## src/rtl/imem_arb_pkg.sv

```systemverilog
// Shared types and constants for the instruction/data memory port arbiter.
// Holds the arbiter state encoding, port index constants and default widths.
package imem_arb_pkg;

    typedef enum logic [1:0] {
        OPEN  = 2'd0,
        LOCK0 = 2'd1,
        LOCK1 = 2'd2
    } imem_arb_state_e;

    localparam logic PORT_FETCH = 1'b0;
    localparam logic PORT_DATA  = 1'b1;

    localparam int ADDR_W_DEF = 8;
    localparam int DATA_W_DEF = 32;
    localparam int MASK_W_DEF = DATA_W_DEF / 8;

    // The port that should win the next contested cycle after `port` was served.
    function automatic logic other_port(input logic port);
        return ~port;
    endfunction

endpackage

```

## src/rtl/imem_arb_resp_router.sv

```systemverilog
// Response router: remembers which port owns the access in flight and steers
// the memory's valid/data response back to that port only.
module imem_arb_resp_router
    import imem_arb_pkg::*;
#(
    parameter int DATA_W = DATA_W_DEF
) (
    input  logic              clk,
    input  logic              rst,
    input  logic              xfer,
    input  logic              xfer_port,
    input  logic              mem_valid,
    input  logic [DATA_W-1:0] mem_data_out,
    output logic              p0_rvalid,
    output logic              p1_rvalid,
    output logic [DATA_W-1:0] p0_rdata,
    output logic [DATA_W-1:0] p1_rdata
);

    logic tag_q,     tag_d;
    logic tag_vld_q, tag_vld_d;
    logic resp_vld;

    always_comb begin
        tag_d     = tag_q;
        tag_vld_d = xfer;
        if (xfer) begin
            tag_d = xfer_port;
        end
    end

    always_ff @(posedge clk or negedge rst) begin
        if (!rst) begin
            tag_q     <= PORT_FETCH;
            tag_vld_q <= 1'b0;
        end else begin
            tag_q     <= tag_d;
            tag_vld_q <= tag_vld_d;
        end
    end

    // A memory valid with no tagged access in flight (e.g. one issued just before reset) is dropped.
    assign resp_vld  = mem_valid & tag_vld_q;
    assign p0_rvalid = resp_vld & (tag_q == PORT_FETCH);
    assign p1_rvalid = resp_vld & (tag_q == PORT_DATA);
    assign p0_rdata  = mem_data_out;
    assign p1_rdata  = mem_data_out;

endmodule

```

## src/rtl/imem_port_arbiter.sv

```systemverilog
// Two-port arbiter for a single-port memory with exclusive lock bursts.
// IMEM_ARB_ROUND_ROBIN_EN selects an alternating pointer; otherwise port 1 wins contested cycles.
module imem_port_arbiter
    import imem_arb_pkg::*;
#(
    parameter int ADDR_W = ADDR_W_DEF,
    parameter int DATA_W = DATA_W_DEF,
    parameter int MASK_W = DATA_W / 8
) (
    input  logic              clk,
    input  logic              rst,

    input  logic              p0_req,
    input  logic              p0_lock,
    input  logic              p0_we,
    input  logic [MASK_W-1:0] p0_mask,
    input  logic [ADDR_W-1:0] p0_addr,
    input  logic [DATA_W-1:0] p0_wdata,
    output logic              p0_gnt,
    output logic              p0_rvalid,
    output logic [DATA_W-1:0] p0_rdata,

    input  logic              p1_req,
    input  logic              p1_lock,
    input  logic              p1_we,
    input  logic [MASK_W-1:0] p1_mask,
    input  logic [ADDR_W-1:0] p1_addr,
    input  logic [DATA_W-1:0] p1_wdata,
    output logic              p1_gnt,
    output logic              p1_rvalid,
    output logic [DATA_W-1:0] p1_rdata,

    output logic              mem_request,
    output logic              mem_we_re,
    output logic [MASK_W-1:0] mem_mask,
    output logic [ADDR_W-1:0] mem_address,
    output logic [DATA_W-1:0] mem_data_in,
    input  logic              mem_valid,
    input  logic [DATA_W-1:0] mem_data_out,

    output imem_arb_state_e   dbg_state
);

    // Handshake: a requester raises pN_req and holds lock/we/mask/addr/wdata
    // stable until pN_gnt; the access transfers at the posedge where both are
    // high. gnt is combinational, one-hot or zero, and is the memory request.
    // The response (rvalid, plus rdata for reads) arrives exactly one cycle later.

    imem_arb_state_e state_q, state_d;
    logic            gnt0_raw, gnt1_raw;
    logic            win_port;

    always_comb begin
        state_d  = state_q;
        gnt0_raw = 1'b0;
        gnt1_raw = 1'b0;
        unique case (state_q)
            OPEN: begin
                if (p0_req && p1_req) begin
                    if (win_port == PORT_DATA) begin
                        gnt1_raw = 1'b1;
                    end else begin
                        gnt0_raw = 1'b1;
                    end
                end else if (p0_req) begin
                    gnt0_raw = 1'b1;
                end else if (p1_req) begin
                    gnt1_raw = 1'b1;
                end
                if (gnt0_raw && p0_lock) begin
                    state_d = LOCK0;
                end else if (gnt1_raw && p1_lock) begin
                    state_d = LOCK1;
                end
            end
            // Owner keeps the memory through idle gaps; dropping lock (with or
            // without a final beat) hands it back.
            LOCK0: begin
                gnt0_raw = p0_req;
                if (!p0_lock) begin
                    state_d = OPEN;
                end
            end
            LOCK1: begin
                gnt1_raw = p1_req;
                if (!p1_lock) begin
                    state_d = OPEN;
                end
            end
            default: begin
                state_d = OPEN;
            end
        endcase
    end

    always_ff @(posedge clk or negedge rst) begin
        if (!rst) begin
            state_q <= OPEN;
        end else begin
            state_q <= state_d;
        end
    end

`ifdef IMEM_ARB_ROUND_ROBIN_EN
    logic ptr_q, ptr_d;

    // Any grant, locked or not, points at the other port for the next contest.
    always_comb begin
        ptr_d = ptr_q;
        if (gnt0_raw) begin
            ptr_d = other_port(PORT_FETCH);
        end else if (gnt1_raw) begin
            ptr_d = other_port(PORT_DATA);
        end
    end

    always_ff @(posedge clk or negedge rst) begin
        if (!rst) begin
            ptr_q <= PORT_FETCH;
        end else begin
            ptr_q <= ptr_d;
        end
    end

    assign win_port = ptr_q;
`else
    assign win_port = PORT_DATA;
`endif

    // Grants are held off asynchronously while reset is low.
    assign p0_gnt      = gnt0_raw & rst;
    assign p1_gnt      = gnt1_raw & rst;
    assign mem_request = p0_gnt | p1_gnt;

    always_comb begin
        mem_we_re   = 1'b0;
        mem_mask    = '0;
        mem_address = '0;
        mem_data_in = '0;
        if (p0_gnt) begin
            mem_we_re   = p0_we;
            mem_mask    = p0_mask;
            mem_address = p0_addr;
            mem_data_in = p0_wdata;
        end else if (p1_gnt) begin
            mem_we_re   = p1_we;
            mem_mask    = p1_mask;
            mem_address = p1_addr;
            mem_data_in = p1_wdata;
        end
    end

    imem_arb_resp_router #(
        .DATA_W (DATA_W)
    ) u_resp_router (
        .clk          (clk),
        .rst          (rst),
        .xfer         (mem_request),
        .xfer_port    (p1_gnt),
        .mem_valid    (mem_valid),
        .mem_data_out (mem_data_out),
        .p0_rvalid    (p0_rvalid),
        .p1_rvalid    (p1_rvalid),
        .p0_rdata     (p0_rdata),
        .p1_rdata     (p1_rdata)
    );

    assign dbg_state = state_q;

endmodule
```

## config.mk

```make
export PLATFORM = sky130hd
export DESIGN_NAME = imem_port_arbiter
export DESIGN_NICKNAME = d
export VERILOG_FILES = /design/src/rtl/imem_arb_pkg.sv /design/src/rtl/imem_arb_resp_router.sv /design/src/rtl/imem_port_arbiter.sv
export SDC_FILE = /design/constraint.sdc
export NUM_CORES = 1
export LEC_CHECK = 0
export CORE_AREA = 2 2 96 98
export CTS_CLUSTER_SIZE = 14
export DETAILED_ROUTE_END_ITERATION = 10
export DIE_AREA = 0 0 98 100
export PLACE_DENSITY = 0.67
export SLEW_MARGIN = 0
export SYNTH_ARGS = -nofsm -noshare
export SYNTH_HDL_FRONTEND = slang
export SYNTH_SLANG_ARGS = --single-unit
export TNS_END_PERCENT = 20
```

## constraint.sdc

```tcl
create_clock -name clk -period 1.7 [get_ports clk]
set_input_delay 0.425 -clock clk [delete_from_list [all_inputs] [get_ports clk]]
set_output_delay 0.425 -clock clk [all_outputs]
set_load 0.01 [all_outputs]
```

Word level (Yosys, flattened, before mapping)
Index checks and enable logic that the tools add are counted.
{ "word_totals": {"out_inout_bits": 116, "elab_cells": 42, "ff_bits": 4, "in_bits": 129} }
{ "classes": {"bitwise": 7, "eq_ne": 5, "n_reduce_logical": 5, "mux": 22} }
{ "op_table": {"columns": ["operator", "count"], "rows": [
  ["$mux 32", 2],
  ["$mux 8", 2],
  ["$mux 1", 9],
  ["$mux 2", 4],
  ["$mux 4", 2],
  ["$pmux 2 s3", 1],
  ["$and 1x1->1", 5],
  ["$ne 2x2->1 const B", 2],
  ["$pmux 1 s2", 2],
  ["$logic_and 1x1->1", 3],
  ["$ne 3x3->1 const B", 1],
  ["$reduce_and 3->1", 1],
  ["$eq 2x1->1 const B", 1],
  ["$eq 2x2->1 const B", 1],
  ["$logic_not 2->1", 1],
  ["$not 1->1", 1],
  ["$or 1x1->1", 1]
]} }

Longest topological paths before layout
{ "depth": {"depth_word": 8, "ltp_mapped": 4, "depth_no_buf": 2} }

Modules after synthesis
Synthesis repeated with hierarchy kept, for this count alone.
{ "hier_totals": {"hier_cells": 192, "area_unflattened_um2": 1576.5} }
{ "by_module_without_submodules": {"columns": ["mod", "seq_area_each_um2", "cells_per_inst", "area_each_um2", "n_inst"], "rows": [
  ["imem_port_arbiter", 50.0, 123, 1016.0, 1],
  ["imem_arb_resp_router", 50.0, 69, 560.5, 1]
]} }

Least setup slack after synthesis
Ideal clock, no wire load.
{ "synth_path": {"path_kind": "flip-flop to output port", "start": "register state_q[0], in the netlist dbg_state[0]", "end": "output port mem_data_in[11]", "arrival_ns": 1.125, "path_slack_ns": 0.150, "path_buffers": 2, "stages_incl_launch_ff": 5, "t_required_ns": 1.275, "path_cell_list": "dfrtp_1 > nand2b_1 > buf_2 > buf_2 > a32o_1"} }
{ "synth_between": {"elab_chain_cells": 5, "word_cells_on_any_way": 9, "cone_classes": "eq/ne: 2; mux: 4; bitwise: 2; reduce/logical: 1"} }
{ "synth_rtl": {"columns": ["element", "line_no", "source"], "rows": [
  ["start, declared", "imem_port_arbiter.sv:49", "imem_arb_state_e state_q, state_d;"],
  ["start signal, assigned", "imem_port_arbiter.sv:100", "state_q <= state_d;"],
  ["$eq 2x2->1 or $logic_not 2->1 (tied branches)", "imem_port_arbiter.sv:57", "unique case (state_q)"],
  ["$pmux 1 s2", "imem_port_arbiter.sv:57", null],
  ["$and 1x1->1", "imem_port_arbiter.sv:132", "assign p1_gnt = gnt1_raw & rst;"],
  ["$mux 32", "imem_port_arbiter.sv:145", "end else if (p1_gnt) begin"],
  ["$mux 32 (*)", "imem_port_arbiter.sv:140", "if (p0_gnt) begin"],
  ["end, declared", "imem_port_arbiter.sv:37", "output logic [DATA_W-1:0] mem_data_in,"]
]} }
Every way passes the cells marked *; elsewhere a longest branch is shown, timed or not.

Final worst setup path
{ "layout_path": {"start": "register state_q[0], in the netlist dbg_state[0]", "end": "output port mem_address[7]"} }
{ "layout_between": {"elab_chain_cells": 5, "word_cells_on_any_way": 9, "cone_classes": "eq/ne: 2; mux: 4; bitwise: 2; reduce/logical: 1"} }
{ "layout_rtl": {"columns": ["element", "line_no", "source"], "rows": [
  ["$eq 2x2->1 or $logic_not 2->1 (tied branches)", "imem_port_arbiter.sv:57", null],
  ["$pmux 1 s2", "imem_port_arbiter.sv:57", null],
  ["$and 1x1->1", "imem_port_arbiter.sv:132", null],
  ["$mux 8", "imem_port_arbiter.sv:145", null],
  ["$mux 8 (*)", "imem_port_arbiter.sv:140", null],
  ["end, declared", "imem_port_arbiter.sv:36", "output logic [ADDR_W-1:0] mem_address,"]
]} }
Marks and branches as above.

==> summary.md <==
| Metric | Value |
|---|---|
| Clock Skew | `0.00359 ns` |
| Crit-path max FO | `5` |
| Share of cells above drive strength 1 | `0.307` |
| Cells after DPL | `382` |
| Final Hold Fails | `0` |
| Largest cells by area after synthesis | `buf_4 33%, a32o_1 29%, and2_1 18%` |
| Max IR drop VDD | `317 µV` |
| I/O Pins | `245` |
| Layout Cells excl Fill | `407` |
| Total wire length | `around 7000 µm` |
| Area Overhead vs Synth | `88.0%` |
| Met3 Use GR | `0.0286` |
| Clock sinks | `4` |
| Max-slew violations | `0` |
| Yosys top cell by area | `buf_4` |
| Asr flop ratio synth | `1.00` |
| Synth top cells by count | `68 x buf_4, 45 x a32o_1, 45 x and2_1, 7 x buf_2, 6 x buf_6` |
| Worst-path clk slew | `about 0.030 ns` |
| Initial Util | `0.175` |
| Syn_nets | `approximately 320` |
| Reg2reg path depth | `4` |
| Synth Register Bits | `4` |
| Kind of cell adding the most delay to the critical path | `buffers and inverters` |
| Via density | `around 4.5` |
| Max-slew headroom | `0.863` |
| Synth Flop Type | `dfrtp_1` |
| Max Cap Violations | `0` |
| Gr ovfl total | `0` |
| Violated checks | `setup timing` |
| Max stage delay on crit path | `around 0.38 ns` |
| PortBufs | `148` |
| Pwr dens | `between 300 and 400 nW/µm²` |
| TritonRoute pass-1 iters | `4` |
| Antenna Cells | `0` |
| Setup TNS | `-10.12 ns` |
| Fin util | `0.330` |
| RePlAce Congestion | `0.727` |
| Most numerous cell in the Yosys netlist | `buf_4` |
| Core Area | `between 8000 and 9000 µm²` |
| Slowest CP cell | `dfrtp_1` |
| Crit path capture type | `output pin` |
| Crit share post-route | `1.14` |
| CP Launch Point | `dbg_state[0]` |
| Cts bufs inserted | `3` |
| Met2 Use GR | `0.252` |
| Nets@finish | `427` |
| Antenna-violating nets left | `0` |
| Synth cell types | `20` |
| Slew @ Worst Pin | `just over 0.2 ns` |
| Clk Tree Root Cell | `clkbuf_8` |
| Rows | `35` |
| Kind of critical path | `reg -> out` |
| Worst Hold Class | `in -> async` |
| Syn Std Cell Area | `~1600 µm²` |
| Via count | `approximately 1800` |
| Largest net degree at the start of global routing | `28` |
| Yosys warnings | `0` |
| Crit-path cells | `buf_6 > nand2b_4 > bufbuf_16 > a32o_1 > buf_2` |
| Seq/Total Area, Yosys | `0.0642` |
| Status | `complete, but fails checks` |
| Worst r2r src | `dbg_state[0]` |
| Fmax | `~510 MHz` |
| Setup-failing EPs final | `46` |
| GRT Max-Usage Layer | `met2` |
| Die X | `roughly 98 µm` |
| Setup WS post-layout | `-0.244 ns` |
| DRC | `0` |
| Die Footprint | `about 10000 µm²` |
| Initial DRC Count | `roughly 90` |
| Detailed placement HPWL | `approximately 4300 µm` |
| Final Critical Period | `roughly 1.9 ns` |
| Worst path depth | `5` |
| Clock Latency Late Sink | `0.22 ns` |
| RSZ-0062 raised after global routing | `true` |
| Max H-tree Level | `1` |
| Wirelength per Cell | `~18 µm` |
| CP required | `roughly 1.3 ns` |
| Average size of a mapped cell | `8.04 µm²` |
| Global Route Usage Sum | `0.136` |
| Buf+Inv Stages, Crit Path | `3` |
| Antenna violations before repair | `0` |
| Total power | `roughly 1.1 mW` |
| Critical Path Source Type | `flip-flop` |
| Post-synth EDFFs | `0` |
| Cells after Synth | `just under 200` |
| Met1 GRT Util | `0.148` |
| Die Height | `100 µm` |
| Clock buffer depth | `2` |
| Share of the synthesized area in the top cell type | `0.327` |
| Vias in the first global route | `1867` |
| Global-route wire length before repair | `10400 µm` |
| Critical path arrival | `between 1.5 and 2 ns` |
| Post-Place Worst Slack | `-0.809 ns` |
| P_leak | `roughly 1.3 nW` |
| CTS tree | `done` |
[sequential cells by signal (all words and copies together) (netlist names)]
register,count
dbg_state,2
u_resp_router.tag_q,1
u_resp_router.tag_vld_q,1
[stage by stage]
stage               hold slack, ns  cell area (µm²)
global placement             0.523             2700
detailed placement           0.519             2700
CTS                          0.450             2900
finish                       0.441             2930
floorplan                    0.129             1560
global route                 0.484             2930
[timing repair]
| action | in CTS | in global routing |
|---|---|---|
| endpoints found under the setup margin | 51 | 50 |
| setup buffers | 7 | 4 |
| resized for setup | 225 | 7 |
| gates cloned | 10 | 2 |
| pin swaps | 10 | 4 |
| hold buffers | 0 | 0 |
[where the power goes]
part	switching (mW)	total [mW]	internal [mW]
registers	0.00709	0.112	0.105
clock network	0.0477	0.199	0.151
logic	0.293	0.803	0.510
total	0.348	1.11	0.766
[tightest hold or removal path, stage by stage]
cell and delay (ns):
clkdlybuf4s15_1 0.22, buf_6 0.19, buf_4 0.14
[area by class of cell]
| type | instances | area, µm² |
|---|---|---|
| fillers | 950 | 5960 |
| well taps | 111 | 139 |
| flip-flops and latches | 4 | 100 |
| inverters | 1 | 3.75 |
| multi-input cells | 105 | 847 |
| clock buffers | 3 | 41.3 |
| repair buffers | 183 | 1800 |
[cell families after synthesis]
group	Yosys count	share of synthesized area
buffers and inverters	85	0.403
and+or+nand+nor	56	0.223
AOI/OAI and AO/OA	49	0.310
DFF	4	0.0642
[final timing paths]
kind                                           end  slack [ns]
max reg2reg                    u_resp_router.tag_q        0.51
min in group clk               u_resp_router.tag_q        0.53
max in group asynchronous  u_resp_router.tag_vld_q        1.17
max                                 mem_address[7]       -0.24
min                            u_resp_router.tag_q        0.44
min reg2reg                    u_resp_router.tag_q        0.53
[layer usage]
metal  up-vias  share of wire
li1        856              -
met1       857           0.38
met2       101           0.50
met3        31          0.081
met4         0          0.035
met5         -              0
[layout by cell type, fill, tap and decap left out, types with 2 or more instances in the layout]
cell type | netlist | layout
a32o_1 | 45 | 45
and2_1 | 45 | 45
buf_12 | 0 | 5
buf_16 | 0 | 8
buf_2 | 7 | 50
buf_4 | 68 | 9
buf_6 | 6 | 10
clkbuf_8 | 0 | 3
clkdlybuf4s15_1 | 0 | 2
clkdlybuf4s50_1 | 0 | 93
dfrtp_1 | 4 | 4
dlygate4sd2_1 | 0 | 3
nand2_1 | 2 | 2
nand2b_1 | 3 | 2
No activity file was read; power rests on OpenSTA's default activity.
